### config.mk
export PLATFORM = sky130hd
export DESIGN_NAME = pipe_stage_reg_flat
export DESIGN_NICKNAME = d
export VERILOG_FILES = /design/src/rtl/pipe_stage_reg_if.sv /design/src/rtl/pipe_stage_reg.sv /design/src/flat_wrapper.sv
export SDC_FILE = /design/constraint.sdc
export NUM_CORES = 1
export LEC_CHECK = 0
export CORE_MARGIN = 2
export CORE_UTILIZATION = 45
export CTS_CLUSTER_DIAMETER = 100
export DETAILED_ROUTE_END_ITERATION = 10
export DONT_BUFFER_PORTS = 1
export SLEW_MARGIN = 40
export SYNTH_ARGS = -nofsm -noshare
export SYNTH_HDL_FRONTEND = slang
export SYNTH_SLANG_ARGS = --single-unit
### constraint.sdc
create_clock -name clk -period 6.3 [get_ports clk]
set_input_delay 0.945 -clock clk [delete_from_list [all_inputs] [get_ports clk]]
set_output_delay 0.945 -clock clk [all_outputs]
set_load 0.02 [all_outputs]
### src/rtl/pipe_stage_reg_if.sv
// Bundle between the hazard unit / upstream stage and a pipe_stage_reg.
// Upstream offers validIn/ctrlIn/dataIn. Each falling edge without stall or flush captures them.
// stall is the only backpressure, and flush discards the offered entry.
interface pipe_stage_reg_if #(
  parameter int CTRL_W = 8,
  parameter int DATA_W = 128,
  parameter int CNT_W  = 16
);
  logic              stall;
  logic              flush;
  logic              validIn;
  logic [CTRL_W-1:0] ctrlIn;
  logic [DATA_W-1:0] dataIn;
  logic              valid;
  logic [CTRL_W-1:0] ctrl;
  logic [DATA_W-1:0] data;
  logic [CNT_W-1:0]  bubbleCount;

  modport master (
    output stall, flush, validIn, ctrlIn, dataIn,
    input  valid, ctrl, data, bubbleCount
  );

  modport slave (
    input  stall, flush, validIn, ctrlIn, dataIn,
    output valid, ctrl, data, bubbleCount
  );
endinterface

### src/rtl/pipe_stage_reg.sv
// DEPTH-stage pipeline register with per-stage valid, stall hold, flush-to-bubble
// and a saturating stall/flush event counter. All state changes on the falling clock edge.
module pipe_stage_reg #(
  parameter int CTRL_W     = 8,
  parameter int DATA_W     = 128,
  parameter int DEPTH      = 1,
  parameter int FLUSH_DATA = 0,
  parameter int CNT_W      = 16
) (
  input logic              clk,
  input logic              reset,
  pipe_stage_reg_if.slave  bus
);

  localparam logic [CNT_W-1:0] CNT_MAX = '1;

  logic              v_q [DEPTH];
  logic [CTRL_W-1:0] c_q [DEPTH];
  logic [DATA_W-1:0] d_q [DEPTH];
  logic [CNT_W-1:0]  cnt_q;

  // Control is forced to zero for bubbles, so downstream never sees stray enables.
  always_ff @(negedge clk) begin
    if (reset) begin
      for (int i = 0; i < DEPTH; i++) begin
        v_q[i] <= 1'b0;
        c_q[i] <= '0;
        d_q[i] <= '0;
      end
    end else if (bus.flush) begin
      for (int i = 0; i < DEPTH; i++) begin
        v_q[i] <= 1'b0;
        c_q[i] <= '0;
        if (FLUSH_DATA != 0) d_q[i] <= '0;
      end
    end else if (!bus.stall) begin
      v_q[0] <= bus.validIn;
      c_q[0] <= bus.validIn ? bus.ctrlIn : '0;
      d_q[0] <= bus.dataIn;
      for (int i = 1; i < DEPTH; i++) begin
        v_q[i] <= v_q[i-1];
        c_q[i] <= c_q[i-1];
        d_q[i] <= d_q[i-1];
      end
    end
  end

  always_ff @(negedge clk) begin
    if (reset) begin
      cnt_q <= '0;
    end else if ((bus.stall || bus.flush) && (cnt_q != CNT_MAX)) begin
      cnt_q <= cnt_q + 1'b1;
    end
  end

  assign bus.valid       = v_q[DEPTH-1];
  assign bus.ctrl        = c_q[DEPTH-1];
  assign bus.data        = d_q[DEPTH-1];
  assign bus.bubbleCount = cnt_q;

endmodule
### src/flat_wrapper.sv
// flat-port wrapper written by rule: the top's interface ports become plain ports
module pipe_stage_reg_flat 
#(
  parameter int CTRL_W     = 8,
  parameter int DATA_W     = 128,
  parameter int DEPTH      = 1,
  parameter int FLUSH_DATA = 0,
  parameter int CNT_W      = 16
)
  (clk, reset, bus_stall, bus_flush, bus_validIn, bus_ctrlIn, bus_dataIn, bus_valid, bus_ctrl, bus_data, bus_bubbleCount);
  pipe_stage_reg_if #(.CTRL_W(CTRL_W), .DATA_W(DATA_W), .CNT_W(CNT_W)) bus_i ();
  input logic clk;
  input logic reset;
  input wire logic [$bits(bus_i.stall)-1:0] bus_stall;
  input wire logic [$bits(bus_i.flush)-1:0] bus_flush;
  input wire logic [$bits(bus_i.validIn)-1:0] bus_validIn;
  input wire logic [$bits(bus_i.ctrlIn)-1:0] bus_ctrlIn;
  input wire logic [$bits(bus_i.dataIn)-1:0] bus_dataIn;
  output wire logic [$bits(bus_i.valid)-1:0] bus_valid;
  output wire logic [$bits(bus_i.ctrl)-1:0] bus_ctrl;
  output wire logic [$bits(bus_i.data)-1:0] bus_data;
  output wire logic [$bits(bus_i.bubbleCount)-1:0] bus_bubbleCount;
  assign bus_i.stall = bus_stall;
  assign bus_i.flush = bus_flush;
  assign bus_i.validIn = bus_validIn;
  assign bus_i.ctrlIn = bus_ctrlIn;
  assign bus_i.dataIn = bus_dataIn;
  assign bus_valid = bus_i.valid;
  assign bus_ctrl = bus_i.ctrl;
  assign bus_data = bus_i.data;
  assign bus_bubbleCount = bus_i.bubbleCount;
  pipe_stage_reg #(.CTRL_W(CTRL_W), .DATA_W(DATA_W), .DEPTH(DEPTH), .FLUSH_DATA(FLUSH_DATA), .CNT_W(CNT_W)) u_core (.clk(clk), .reset(reset), .bus(bus_i));
endmodule
; Word level (Yosys, flattened, before mapping)
; Memories as Yosys holds them, arrays and structs flattened.
; Index checks and enable logic that the tools add are counted.
[totals]
wordCells = 33
output_inout_bits = 153
mem_bits_rw = 137
memories = 3
register_bits = 16
[mem_list]
columns = name, depth, word_bits, read_ports, rd_clocked_by_memory_dff, write_ports, line_no
row1 = u_core.d_q, 1, 128, 1, 0, 1, pipe_stage_reg.sv:19  ; logic [DATA_W-1:0] d_q [DEPTH];
row2 = u_core.c_q, 1, 8, 1, 0, 1, pipe_stage_reg.sv:18  ; logic [CTRL_W-1:0] c_q [DEPTH];
row3 = u_core.v_q, 1, 1, 1, 0, 1, pipe_stage_reg.sv:17  ; logic v_q [DEPTH];
[classes]
addsub = 1
n_eq_ne = 1
reduce_logical = 7
n_mux = 20
[op_table]
columns = cell, n
row1 = 128-bit 2-to-1 mux, 1
row2 = 128-bit OR reduction, 1
row3 = 8-bit 2-to-1 mux, 3
row4 = 16-bit by 1-bit adder with 16-bit output (second input constant), 1
row5 = 1-bit 2-to-1 mux, 16
row6 = 16-bit inequality test (second input constant), 1
row7 = 8-bit OR reduction, 2
row8 = 1-bit OR reduction, 2
row9 = 1-bit logical AND, 1
row10 = 1-bit logical OR, 1

; Longest topological paths before layout
; Gate-level depths: netlist of run 1.
[logic_depth]
word_depth = 6
ltp_mapped = 6
depth_no_buf = 5

==> results of run 1 <==
==> sequential cells by signal, indices dropped and copies added (netlist names) <==
| signal | flops |
|---|---|
| u_core.d_q | 128 |
| u_core.bus.bubbleCount | 16 |
| u_core.c_q | 8 |
| u_core.v_q | 1 |
==> metrics by stage <==
| stage | utilization | worst slack [ns] | total power [uW] | instance area, sq um | instances |
|---|---|---|---|---|---|
| floorplan | - | 0.552 | 1510 | 5920 | 389 |
| global placement | 0.482 | 0.749 | 1550 | 6130 | 547 |
| detailed placement | 0.482 | 0.720 | 1550 | 6130 | 547 |
| CTS | 0.577 | 1.17 | 2920 | 7340 | 730 |
| global route | 0.577 | 1.10 | 3040 | 7350 | 732 |
| finish | 0.578 | 1.18 | 2870 | 7350 | 733 |
==> synthesized netlist by cell type, drive strengths merged (4+ instances only) <==
library cell / n
and3: 8
nand4: 4
o21ai: 7
dfxtp: 16
edfxtp: 137
clkbuf: 17
nand3: 5
nor3: 5
or3: 6
and2: 129
nand2: 5
a21oi: 10
nor2: 8
==> area by class of cell <==
class	count	area share
diodes	3	0.00102
clock buffers	17	0.0579
clock inverters	167	0.108
inverters	2	0.00102
multi-input cells	214	0.189
flip-flops and latches	153	0.603
well taps	172	0.0293
repair buffers	5	0.0102
==> report_power, final <==
part           total, uW  internal, uW  switching, uW  leakage, uW
clock               1480           835            644      0.00113
combinational       56.7          20.3           36.4     0.000632
sequential          1330          1200            133      0.00153
total               2870          2050            814      0.00329
==> placed cells by master (no fill, tap or decap), drive strengths merged, types with 2 or more instances in the layout <==
cell type and count:
nor3 5, and4 2, diode 3, mux2 3, nand4 4, or3 6, nor2b 3, nand2 5
buf 5, mux2i 2, nor4 2, inv 159, bufinv 5, o31ai 2, dfxtp 16, and3 8
and2 129, clkinv 3, edfxtp 137, a21oi 10, clkinvlp 2, nand3 5, nor2 8, or2 2
o21ai 7, clkbuf 17
==> worst max-delay path: stages <==
cell	delay, ns
nor2_1	0.29
or2_4	0.55
buf_12	0.29
==> cell families (layout without fill, tap and decap cells) <==
kind of cell | count (synthesis) | in the layout | synth area share
AOI/OAI and AO/OA | 25 | 25 | 0.0277
xor gates and xnor gates | 1 | 1 | 0.00148
adders and majority gates | 1 | 1 | 0.00211
buffers and inverters | 22 | 191 | 0.0175
DFF | 153 | 153 | 0.749
muxes | 5 | 5 | 0.00972
other | 0 | 3 | 0
and+or+nand+nor | 182 | 182 | 0.193
==> worst max path at each step <==
stage | endpoint | slack, ns | from
floorplan | u_core.d_q[0][0]$_SDFFCE_NN0P_ | 0.55 | bus_flush
global placement | u_core.d_q[0][92]$_SDFFCE_NN0P_ | 0.75 | bus_flush
detailed placement | u_core.d_q[0][92]$_SDFFCE_NN0P_ | 0.72 | bus_flush
CTS | bus_bubbleCount[8] | 1.17 | u_core.bus.bubbleCount[8]$_SDFFE_NP0P_
global route | u_core.d_q[0][96]$_SDFFCE_NN0P_ | 1.10 | bus_flush
finish | u_core.d_q[0][92]$_SDFFCE_NN0P_ | 1.18 | bus_flush
==> layer usage <==
layer,vias to the layer above,part of all wire,global-route usage
li1,1711,-,-
met1,1698,0.36,0.178
met2,203,0.52,0.306
met3,25,0.099,0.121
met4,0,0.023,0.131
met5,-,0,0
==> impl_metrics.py, run 1 <==
metrics = {
    "clock_network": {
        "clk_path_buf_depth": 2,
        "clkLatencyLatePin_ns": 0.45,
        "clkTransAtPathRegs_ns": 0.04,
        "clock_sinks": 153,
        "cts_made_buffers": 17,
        "htreeDepth": 4,
        "post_cts_resized": 0,
        "cts_hold_buf": 0,
        "postCtsSetupRepairBufs": 0,
        "cts_tree": "built",
        "root_buffer": "clkbuf_16",
    },
    "worst_setup_path": {
        "required_ns": 3.28,
        "r2r_end": "u_core.bus.bubbleCount[5]$_SDFFE_NP0P_",
        "rrSetupSlack_ns": 4.08,
        "rr_worst_depth": 5,
        "crit_path_start_kind": "input pin",
        "end_kind": "register",
        "r2r_start": "u_core.bus.bubbleCount[0]$_SDFFE_NP0P_",
        "cp_max_fo": 35,
        "criticalPathCategory": "input pin to register",
        "crit_arrival_ns": 2.10,
    },
    "sta": {
        "fin_worst_skew_ns": 0.0158,
        "hold_violations": 0,
        "setup_viol": 0,
        "rsz0062_at_grt": "false",
        "relSlewSlack": 0.563,
        "setup_tns_ns": 0,
        "worst_pin_slew_ns": 0.650,
        "holdWs_ns": 0.621,
        "finalMaxSlewViolations": 0,
    },
    "power_and_ir_drop": {
        "leakagePower_uw": 0.00329,
        "vdd_drop_max_mv": 0.233,
        "p_per_area_mw_per_mm2": 390,
    },
    "routing": {
        "drt_iter0_markers": 129,
        "drt-vias-per-instance": 4.96,
        "ant_nets": 0,
        "drt-pass1-iter-count": 4,
        "drcViolationCount": 0,
        "wirelength_um": 13700,
        "post_drt_wl_per_cell_um": 18.7,
        "route.vias.total": 3637,
    },
    "run_status": {
        "status": "completed",
    },
    "placed_design": {
        "place_congestion": 0.807,
        "dpl.hpwl_um": 9240,
        "portBuffers": 0,
    },
    "cells_and_area": {
        "multiInputGateArea_sq_mm": 0.00139,
        "n_fill_cell": 1072,
        "regArea_sq_mm": 0.00443,
        "drive_above_1_share": 0.0896,
        "fin_nets": 688,
        "syn_to_final_growth_pct": 24.1,
    },
    "synthesis": {
        "synth_area_per_cell_sq_um": 15.2,
        "synth_top_area_cell": "edfxtp_1",
        "syn_area_sq_mm": 0.00592,
        "synthTopCellsByArea": "edfxtp_1, and2_1, dfxtp_1",
        "synth_ff_type": "edfxtp_1",
        "yosysWarnings": 0,
        "syn-num-nets": 531,
        "synth_top_area_frac": 0.695,
        "synth_cells": 389,
        "yosysSeqAreaShare": 0.749,
        "synthArstFlopShare": 0,
        "yosys.cell_types.count": 41,
        "yosys_register_bits": 153,
        "synth_edf_count": 137,
    },
    "hold_path": {
        "min_path_type": "register to register",
        "whs_endpoint": "u_core.bus.bubbleCount[13]$_SDFFE_NP0P_",
        "hold_depth": 2,
        "worstHoldStart": "u_core.bus.bubbleCount[13]$_SDFFE_NP0P_",
    },
    "die": {
        "die_area_sq_mm": 0.0141,
        "die_h_um": 119,
        "initial_utilization": 0.465,
        "die_w_um": 119,
        "fp-row-count": 41,
        "core_area_sq_mm": 0.0127,
        "ios": 294,
    },
    "global_route": {
        "grt_usage": 0.191,
        "grt_overflow": 0,
        "grt_max_degree": 83,
        "first_global_vias": 3900,
        "grt_pass1_wl_um": 20000,
        "antenna_found_initial": 3,
    },
    "flow_run": {
        "cap_violations": 0,
    },
}
(Power assumes the default switching activity.)
==> inputs of run 2 (changes only) <==
==> constraint.sdc (replaced) <==
create_clock -name clk -period 5.2 [get_ports clk]
set_input_delay 0.78 -clock clk [delete_from_list [all_inputs] [get_ports clk]]
set_output_delay 0.78 -clock clk [all_outputs]
set_load 0.02 [all_outputs]
==> run 2 against run 1 <==
Design area shrank 0.66%. Setup slack worse by 0.39 ns. Largest cell class unchanged. First-iteration DRC count grew 43%. Global-route usage up 0.29 points. Highest routed layer is now met5. Non-clock buffer count shrank 1. Core utilization fell by 0.38 points.
==> impl_metrics.py, run 2 (synthesis gave the netlist of run 1 again) <==
metrics = {
    "run_status": {
        "status": "completed",
    },
    "die": {
        "die_w_um": 119,
        "core_area_sq_mm": 0.0127,
        "initial_utilization": 0.465,
        "ios": 294,
        "fp-row-count": 41,
        "die_area_sq_mm": 0.0141,
        "die_h_um": 119,
    },
    "clock_network": {
        "cts_hold_buf": 0,
        "clk_path_buf_depth": 2,
        "postCtsSetupRepairBufs": 0,
        "cts_tree": "built",
        "clkTransAtPathRegs_ns": 0.03,
        "htreeDepth": 4,
        "cts_made_buffers": 17,
        "clkLatencyLatePin_ns": 0.46,
        "post_cts_resized": 0,
        "clock_sinks": 153,
        "root_buffer": "clkbuf_16",
    },
    "worst_setup_path": {
        "crit_start": "u_core.bus.bubbleCount[8]$_SDFFE_NP0P_",
        "criticalPathCategory": "register to primary output",
        "end_kind": "primary output",
        "r2r_start": "u_core.bus.bubbleCount[0]$_SDFFE_NP0P_",
        "crit_path_start_kind": "register",
        "cp_max_fo": 7,
        "required_ns": 4.42,
        "crit_arrival_ns": 3.63,
    },
    "cells_and_area": {
        "fin_nets": 687,
        "final_common_cell": "inv_1",
        "drive_above_1_share": 0.0896,
        "syn_to_final_growth_pct": 23.3,
        "largest_register_ffs": 128,
        "regMostFlops": "u_core.d_q",
        "layout_common_cells": "inv_1, edfxtp_1, and2_1",
        "finish.instance_area_sq_mm": 0.00730,
        "finalNonFillerCells": 733,
    },
    "global_route": {
        "grt_max_degree": 75,
        "antenna_found_initial": 4,
        "first_global_vias": 3981,
        "grt_usage": 0.194,
        "grt_overflow": 0,
        "grt_pass1_wl_um": 20300,
    },
    "hold_path": {
        "min_path_type": "register to register",
        "worstHoldStart": "u_core.bus.bubbleCount[13]$_SDFFE_NP0P_",
    },
    "placed_design": {
        "dp_cells": 546,
        "portBuffers": 0,
        "place_congestion": 0.755,
        "post_dp_cell_area_sq_mm": 0.00613,
        "dp_worst_setup_slack_ns": 0.445,
        "dpl.hpwl_um": 9140,
    },
    "sta": {
        "finalMaxSlewViolations": 0,
        "relSlewSlack": 0.574,
        "worst_pin_slew_ns": 0.635,
        "setup_slack_ns": 0.787,
        "fin_worst_skew_ns": 0.0123,
        "setup_viol": 0,
        "setup_tns_ns": 0,
        "rsz0062_at_grt": "false",
        "hold_violations": 0,
    },
    "power_and_ir_drop": {
        "p_int_uw": 2320,
        "power_frac_comb": 0.020,
        "p_per_area_mw_per_mm2": 461,
        "netSwitchingPower_uw": 1050,
        "swShare": 0.311,
        "vdd_drop_max_mv": 0.192,
        "clkPwrFrac": 0.500,
        "seqPwrFrac": 0.480,
        "leakagePower_uw": 0.00327,
        "power.total_uw": 3360,
    },
    "routing": {
        "wirelength_um": 13700,
        "post_drt_wl_per_cell_um": 18.7,
        "drt-vias-per-instance": 5.01,
        "drcViolationCount": 0,
        "drt-pass1-iter-count": 5,
        "drt_iter0_markers": 184,
        "ant_nets": 0,
        "route.vias.total": 3670,
    },
    "flow_run": {
        "cap_violations": 0,
    },
}
==> run 2: cell count changes in the layout (fill, tap and decap cells not counted), sizes merged <==
cell | before | now
inv | 159 | 165
bufinv | 5 | 1
clkinvlp | 2 | 0
buf | 5 | 4
clkinv | 3 | 4
==> run 2: power groups by stage <==
| stage | Combinational (uW) | Clock [uW] | Sequential [uW] |
|---|---|---|---|
| floorplan | 51.7 | 176 | 1610 |
| global placement | 65.8 | 176 | 1630 |
| detailed placement | 69.3 | 176 | 1630 |
| CTS | 69.9 | 1750 | 1620 |
| global route | 77.1 | 1880 | 1620 |
| finish | 68.3 | 1680 | 1610 |
==> run 2: layer usage <==
| metal | track usage | vias up | share of wire |
|---|---|---|---|
| met5 | 0 | - | 0.00095 |
| met4 | 0.148 | 2 | 0.030 |
| met3 | 0.127 | 31 | 0.10 |
| met2 | 0.302 | 215 | 0.51 |
| met1 | 0.178 | 1707 | 0.36 |
| li1 | - | 1715 | - |
==> run 2: area by class of cell <==
cell class,instances,area [sq um]
inverter,2,7.51
sequential,153,4430
timing repair buffer,4,80.1
fill,1072,5420
tap,172,215
multi-input combinational,214,1390
antenna,3,7.51
clock buffer,17,425
clock inverter,168,739
==> run 2: worst paths after layout <==
check	slack [ns]	depth (start not counted)	endpoint
hold reg to reg	0.62	2	u_core.bus.bubbleCount[13]$_SDFFE_NP0P_
hold / removal	0.62	2	u_core.bus.bubbleCount[13]$_SDFFE_NP0P_
setup reg to reg	3.03	5	u_core.bus.bubbleCount[5]$_SDFFE_NP0P_
setup / recovery	0.79	0	bus_bubbleCount[8]
==> run 2: metrics by stage <==
step | hold slack, ns | util
after detailed placement | 0.616 | 0.482
after CTS | 0.622 | 0.573
final | 0.623 | 0.574
after global placement | 0.609 | 0.482
after global routing | 0.675 | 0.573
after floorplan | 0.581 | -
==> inputs of run 3 (changes only) <==
==> constraint.sdc (replaced) <==
create_clock -name clk -period 4.2 [get_ports clk]
set_input_delay 0.63 -clock clk [delete_from_list [all_inputs] [get_ports clk]]
set_output_delay 0.63 -clock clk [all_outputs]
set_load 0.02 [all_outputs]
==> run 3 against run 2 <==
Total power rose by 28%. Sequential share of layout area fell by 0.51 points. Final cell count fell by 0.14%. Critical endpoint is now bus_bubbleCount[4]. Clock power rose by 33%. Largest power group unchanged. First-iteration DRC count rose by 33%. Sequential power rose by 24%. Combinational power rose by 23%. Setup slack got worse by 0.33 ns. Global-route usage fell by 0.38 points. Clock skew rose by 0.0061 ns.
==> impl_metrics.py, run 3 (synthesis gave the netlist of run 1 again) <==
metrics = {
    "clock_network": {
        "cts_made_buffers": 17,
        "clock_sinks": 153,
        "post_cts_resized": 0,
        "root_buffer": "clkbuf_16",
        "cts_hold_buf": 0,
        "clk_path_buf_depth": 2,
        "clkTransAtPathRegs_ns": 0.03,
        "clkLatencyLatePin_ns": 0.46,
        "htreeDepth": 4,
        "cts_tree": "built",
        "postCtsSetupRepairBufs": 0,
    },
    "global_route": {
        "grt_pass1_wl_um": 19900,
        "grt_max_degree": 85,
        "grt_usage": 0.190,
        "antenna_found_initial": 2,
        "first_global_vias": 3907,
        "grt_overflow": 0,
    },
    "placed_design": {
        "portBuffers": 0,
        "dp_worst_setup_slack_ns": 0.241,
        "place_congestion": 0.765,
        "dpl.hpwl_um": 8810,
        "post_dp_cell_area_sq_mm": 0.00614,
    },
    "flow_run": {
        "cap_violations": 0,
    },
    "power_and_ir_drop": {
        "vdd_drop_max_mv": 0.214,
        "leakagePower_uw": 0.00329,
        "p_per_area_mw_per_mm2": 586,
    },
    "worst_setup_path": {
        "rr_worst_depth": 5,
        "crit_arrival_ns": 3.11,
        "crit_start": "u_core.bus.bubbleCount[4]$_SDFFE_NP0P_",
        "crit_end": "bus_bubbleCount[4]",
        "cp_max_fo": 8,
        "r2r_start": "u_core.bus.bubbleCount[0]$_SDFFE_NP0P_",
        "rrSetupSlack_ns": 2.06,
        "crit_path_start_kind": "register",
        "cp.depth": 0,
        "required_ns": 3.57,
        "criticalPathCategory": "register to primary output",
        "r2r_end": "u_core.bus.bubbleCount[5]$_SDFFE_NP0P_",
        "end_kind": "primary output",
    },
    "sta": {
        "relSlewSlack": 0.611,
        "hold_violations": 0,
        "rsz0062_at_grt": "false",
        "worst_pin_slew_ns": 0.579,
        "setup_tns_ns": 0,
        "finalMaxSlewViolations": 0,
        "setup_slack_ns": 0.456,
        "setup_viol": 0,
        "fin_worst_skew_ns": 0.0184,
    },
    "hold_path": {
        "hold_depth": 2,
        "min_path_type": "register to register",
    },
    "cells_and_area": {
        "fin_nets": 687,
        "final_common_cell": "inv_1",
        "layout_common_cells": "inv_1, edfxtp_1, and2_1",
        "drive_above_1_share": 0.0896,
        "syn_to_final_growth_pct": 24.3,
        "regMostFlops": "u_core.d_q",
        "finish.instance_area_sq_mm": 0.00736,
        "largest_register_ffs": 128,
    },
    "routing": {
        "drt_iter0_markers": 245,
        "ant_nets": 0,
        "drt-pass1-iter-count": 4,
        "route.vias.total": 3644,
        "post_drt_wl_per_cell_um": 18.3,
        "wirelength_um": 13400,
        "drcViolationCount": 0,
        "drt-vias-per-instance": 4.98,
    },
    "die": {
        "initial_utilization": 0.465,
        "die_area_sq_mm": 0.0141,
        "die_h_um": 119,
        "die_w_um": 119,
        "fp-row-count": 41,
        "core_area_sq_mm": 0.0127,
        "ios": 294,
    },
    "run_status": {
        "status": "completed",
    },
}
[run 3: where the power goes]
part	total (uW)	switching (uW)	internal [uW]
Combinational	84.2	53.5	30.7
Clock	2240	984	1250
Sequential	2000	198	1800
Total	4320	1240	3080
[run 3: worst register-to-register path, cell delays in order (launching register included)]
cell,delay (ns)
dfxtp_1,0.54
ha_1,0.27
nand3_1,0.21
nor4_4,0.50
nor3b_1,0.16
mux2_1,0.33
[run 3: cell type report]
type,count,area (sq um)
Inverter,2,7.51
Antenna cell,2,5.00
Fill cell,1086,5360
Tap cell,172,215
Multi-Input combinational cell,214,1400
Clock buffer,17,425
Clock inverter,168,796
Timing Repair Buffer,4,80.1
Sequential cell,153,4430
[run 3: worst min path at each step]
stage                                                  startpoint                                      end  slack [ns]
after global placement    u_core.bus.bubbleCount[13]$_SDFFE_NP0P_  u_core.bus.bubbleCount[13]$_SDFFE_NP0P_        0.61
after CTS                 u_core.bus.bubbleCount[13]$_SDFFE_NP0P_  u_core.bus.bubbleCount[13]$_SDFFE_NP0P_        0.64
after floorplan            u_core.bus.bubbleCount[7]$_SDFFE_NP0P_   u_core.bus.bubbleCount[7]$_SDFFE_NP0P_        0.58
final                     u_core.bus.bubbleCount[13]$_SDFFE_NP0P_  u_core.bus.bubbleCount[13]$_SDFFE_NP0P_        0.64
after detailed placement   u_core.bus.bubbleCount[7]$_SDFFE_NP0P_   u_core.bus.bubbleCount[7]$_SDFFE_NP0P_        0.63
after global routing      u_core.bus.bubbleCount[13]$_SDFFE_NP0P_  u_core.bus.bubbleCount[13]$_SDFFE_NP0P_        0.67
[run 3: metal layers]
layer,part of all wire,GRT usage
met5,0,0
met4,0.020,0.139
met2,0.52,0.300
met1,0.36,0.171
met3,0.10,0.129
[run 3: per-stage QoR]
stage	hold slack [ns]	power, uW	std cells	util
after floorplan	0.581	2270	389	-
after global placement	0.610	2320	546	0.483
final	0.643	4320	732	0.579
after global routing	0.670	4580	731	0.578
after CTS	0.644	4400	730	0.578
after detailed placement	0.634	2320	546	0.483
==> RTL change (config.mk and constraints of run 3) <==
`FLUSH_DATA` is set to 0 in 2 places; all go to 1.
--- a/src/rtl/pipe_stage_reg.sv
+++ b/src/rtl/pipe_stage_reg.sv
@@ -4,7 +4,7 @@
   parameter int CTRL_W     = 8,
   parameter int DATA_W     = 128,
   parameter int DEPTH      = 1,
-  parameter int FLUSH_DATA = 0,
+  parameter int FLUSH_DATA = 1,
   parameter int CNT_W      = 16
 ) (
   input logic              clk,
--- a/src/flat_wrapper.sv
+++ b/src/flat_wrapper.sv
@@ -4,7 +4,7 @@
   parameter int CTRL_W     = 8,
   parameter int DATA_W     = 128,
   parameter int DEPTH      = 1,
-  parameter int FLUSH_DATA = 0,
+  parameter int FLUSH_DATA = 1,
   parameter int CNT_W      = 16
 )
   (clk, reset, bus_stall, bus_flush, bus_validIn, bus_ctrlIn, bus_dataIn, bus_valid, bus_ctrl, bus_data, bus_bubbleCount);
Check against the original RTL: not equivalent (a bounded check fails within 4 cycles, from zero or initial values and one cycle with reset high).
==> RTL change against run 3 <==
- sequential power down 5%
- non-clock buffer count up 1
- worst hold slack worse by 0.033 ns
- clock skew down 0.0041 ns
- total power down 5.7%
- wire length up 0.22%
- setup slack worse by 0.047 ns
- synthesized cell count up 0.51%
- synthesized area down 0.99%
- sequential share of layout area up 0.68 points
- count of clock-buffer cells in the layout unchanged
- cell area down 1.1%
- sequential cell count unchanged
==> RTL change: results (changes against run 3) <==
[outcome]
outcome = finished, final reports clean

[hold_path]
worstHoldStart = u_core.bus.bubbleCount[10]$_SDFFE_NP0P_
whs_path_depth = 2  ; unchanged
min_to = u_core.bus.bubbleCount[10]$_SDFFE_NP0P_
hp-class = reg2reg

[placement]
dpl_cell_area_sq_um = 6110  ; -0.43%
gp_congestion = 0.783  ; +2.3%
pre_cts_ws_ns = 0.340  ; +0.0986 ns
io_buffers = 0  ; unchanged
dpl.hpwl_mm = 8.73  ; -0.92%

[yosys]
synth-edff-count = 137  ; unchanged
synth_flop_cell = edfxtp_1
synth_area_leaders = edfxtp_1, and2_1, dfxtp_1
synthTopCellsByCount = edfxtp_1, and2_1, clkbuf_1
syn_nets = 533  ; +0.38%
yosys_warnings = 0  ; unchanged
ys_seq_area_share_pct = 75.6  ; +0.75 points
synthArstFlopShare_pct = 0  ; unchanged
ys_types = 33  ; -20%

[critical_path]
ff2ff_path_depth = 4  ; -1
r2r-start = u_core.bus.bubbleCount[5]$_SDFFE_NP0P_
path_max_fanout = 8  ; unchanged
r2r-end = u_core.bus.bubbleCount[0]$_SDFFE_NP0P_
worstSetupPathType = reg2out
crit_start = u_core.bus.bubbleCount[3]$_SDFFE_NP0P_
critical_path_arrival_ns = 3.16  ; +0.05 ns
rrSetupSlack_ns = 2.15  ; +0.09 ns

[layout]
largest_reg_flops = 128  ; unchanged
finalNetCount = 692  ; +0.73%
largest-register = u_core.d_q
drive_gt1_share_pct = 8.35  ; -0.61 points

[cts]
cts_resized = 0  ; unchanged
root_buffer = clkbuf_16
clk_pin_slew_worst_paths_ns = 0.05  ; +0.02 ns
htreeDepth = 4  ; unchanged
cts_buffer_depth = 2  ; unchanged
cts_buffers = 17  ; unchanged
clk-insertion-delay-late_ns = 0.45
post_cts_buffers = 0  ; unchanged

[drt]
dr.pass1.iters = 4  ; unchanged
drt_wl_total_mm = 13.5  ; +0.22%
drt_iter0_drc = 192  ; -22%
vias_per_cell = 5.02  ; +0.90%

[global_routing]
groute.usage.overall_pct = 19.2  ; +0.21 points
antenna_found_initial = 4  ; +2
grt_pass1_vias = 4038  ; +3.4%
grt_pass1_wl_mm = 20.3  ; +1.6%
grt_max_degree = 94  ; +11%

[timing]
skew_ns = 0.0143  ; -0.00412 ns
worst_pin_slew_ns = 0.769  ; +0.189 ns
worst_slack_ns = 0.409  ; -0.0471 ns

[power_and_ir_drop]
ir_drop_mv = 0.267  ; +25%
p_leak_nw = 3.39  ; +3.1%

RTL change: through the flow:
stage | utilization (%) | std cells | hold WS, ns
2_1_floorplan | - | 391 | 0.563
3_3_place_gp | 48.2 | 551 | 0.594
3_5_place_dp | 48.2 | 551 | 0.603
4_1_cts | 57.4 | 735 | 0.609
5_1_grt | 57.4 | 736 | 0.625
6_report | 57.5 | 738 | 0.611
RTL change: worst max-delay path by stage:
stage                                               to  depth (start not counted)
3_5_place_dp    u_core.bus.bubbleCount[6]$_SDFFE_NP0P_                          4
2_1_floorplan           u_core.c_q[0][0]$_SDFFCE_NN0P_                          4
3_3_place_gp   u_core.bus.bubbleCount[11]$_SDFFE_NP0P_                          4
5_1_grt                             bus_bubbleCount[3]                          0
6_report                            bus_bubbleCount[3]                          0
4_1_cts                             bus_bubbleCount[3]                          0
RTL change: final cells by class:
cell class	instances	area, sq um
fillers	1034	5390
flip-flops and latches	153	4430
multi-input cells	217	1370
clock inverters	168	737
clock buffers	17	425
well taps	172	215
repair buffers	5	75.1
inverters	3	11.3
diodes	3	7.51
RTL change: power by group:
part / switching, mW / internal [mW]
Sequential: 0.153 / 1.76
Clock: 1.09 / 0.996
Combinational: 0.0424 / 0.0283
RTL change: logic make-up after synthesis:
logic type / after synthesis / synth area share (%)
DFF: 153 / 75.6
buffers and inverters: 21 / 1.34
and+or+nand+nor: 187 / 19.2
adders and majority gates: 1 / 0.213
AOI/OAI and AO/OA: 25 / 2.82
muxes: 4 / 0.747
RTL change: per-layer routing:
layer,part of all wire [%],global-route usage [%],wire (microns)
met5,0.22,0,30
met4,1.9,12.5,251
met3,11,13.4,1530
met2,51,30.3,6900
met1,35,17.7,4750
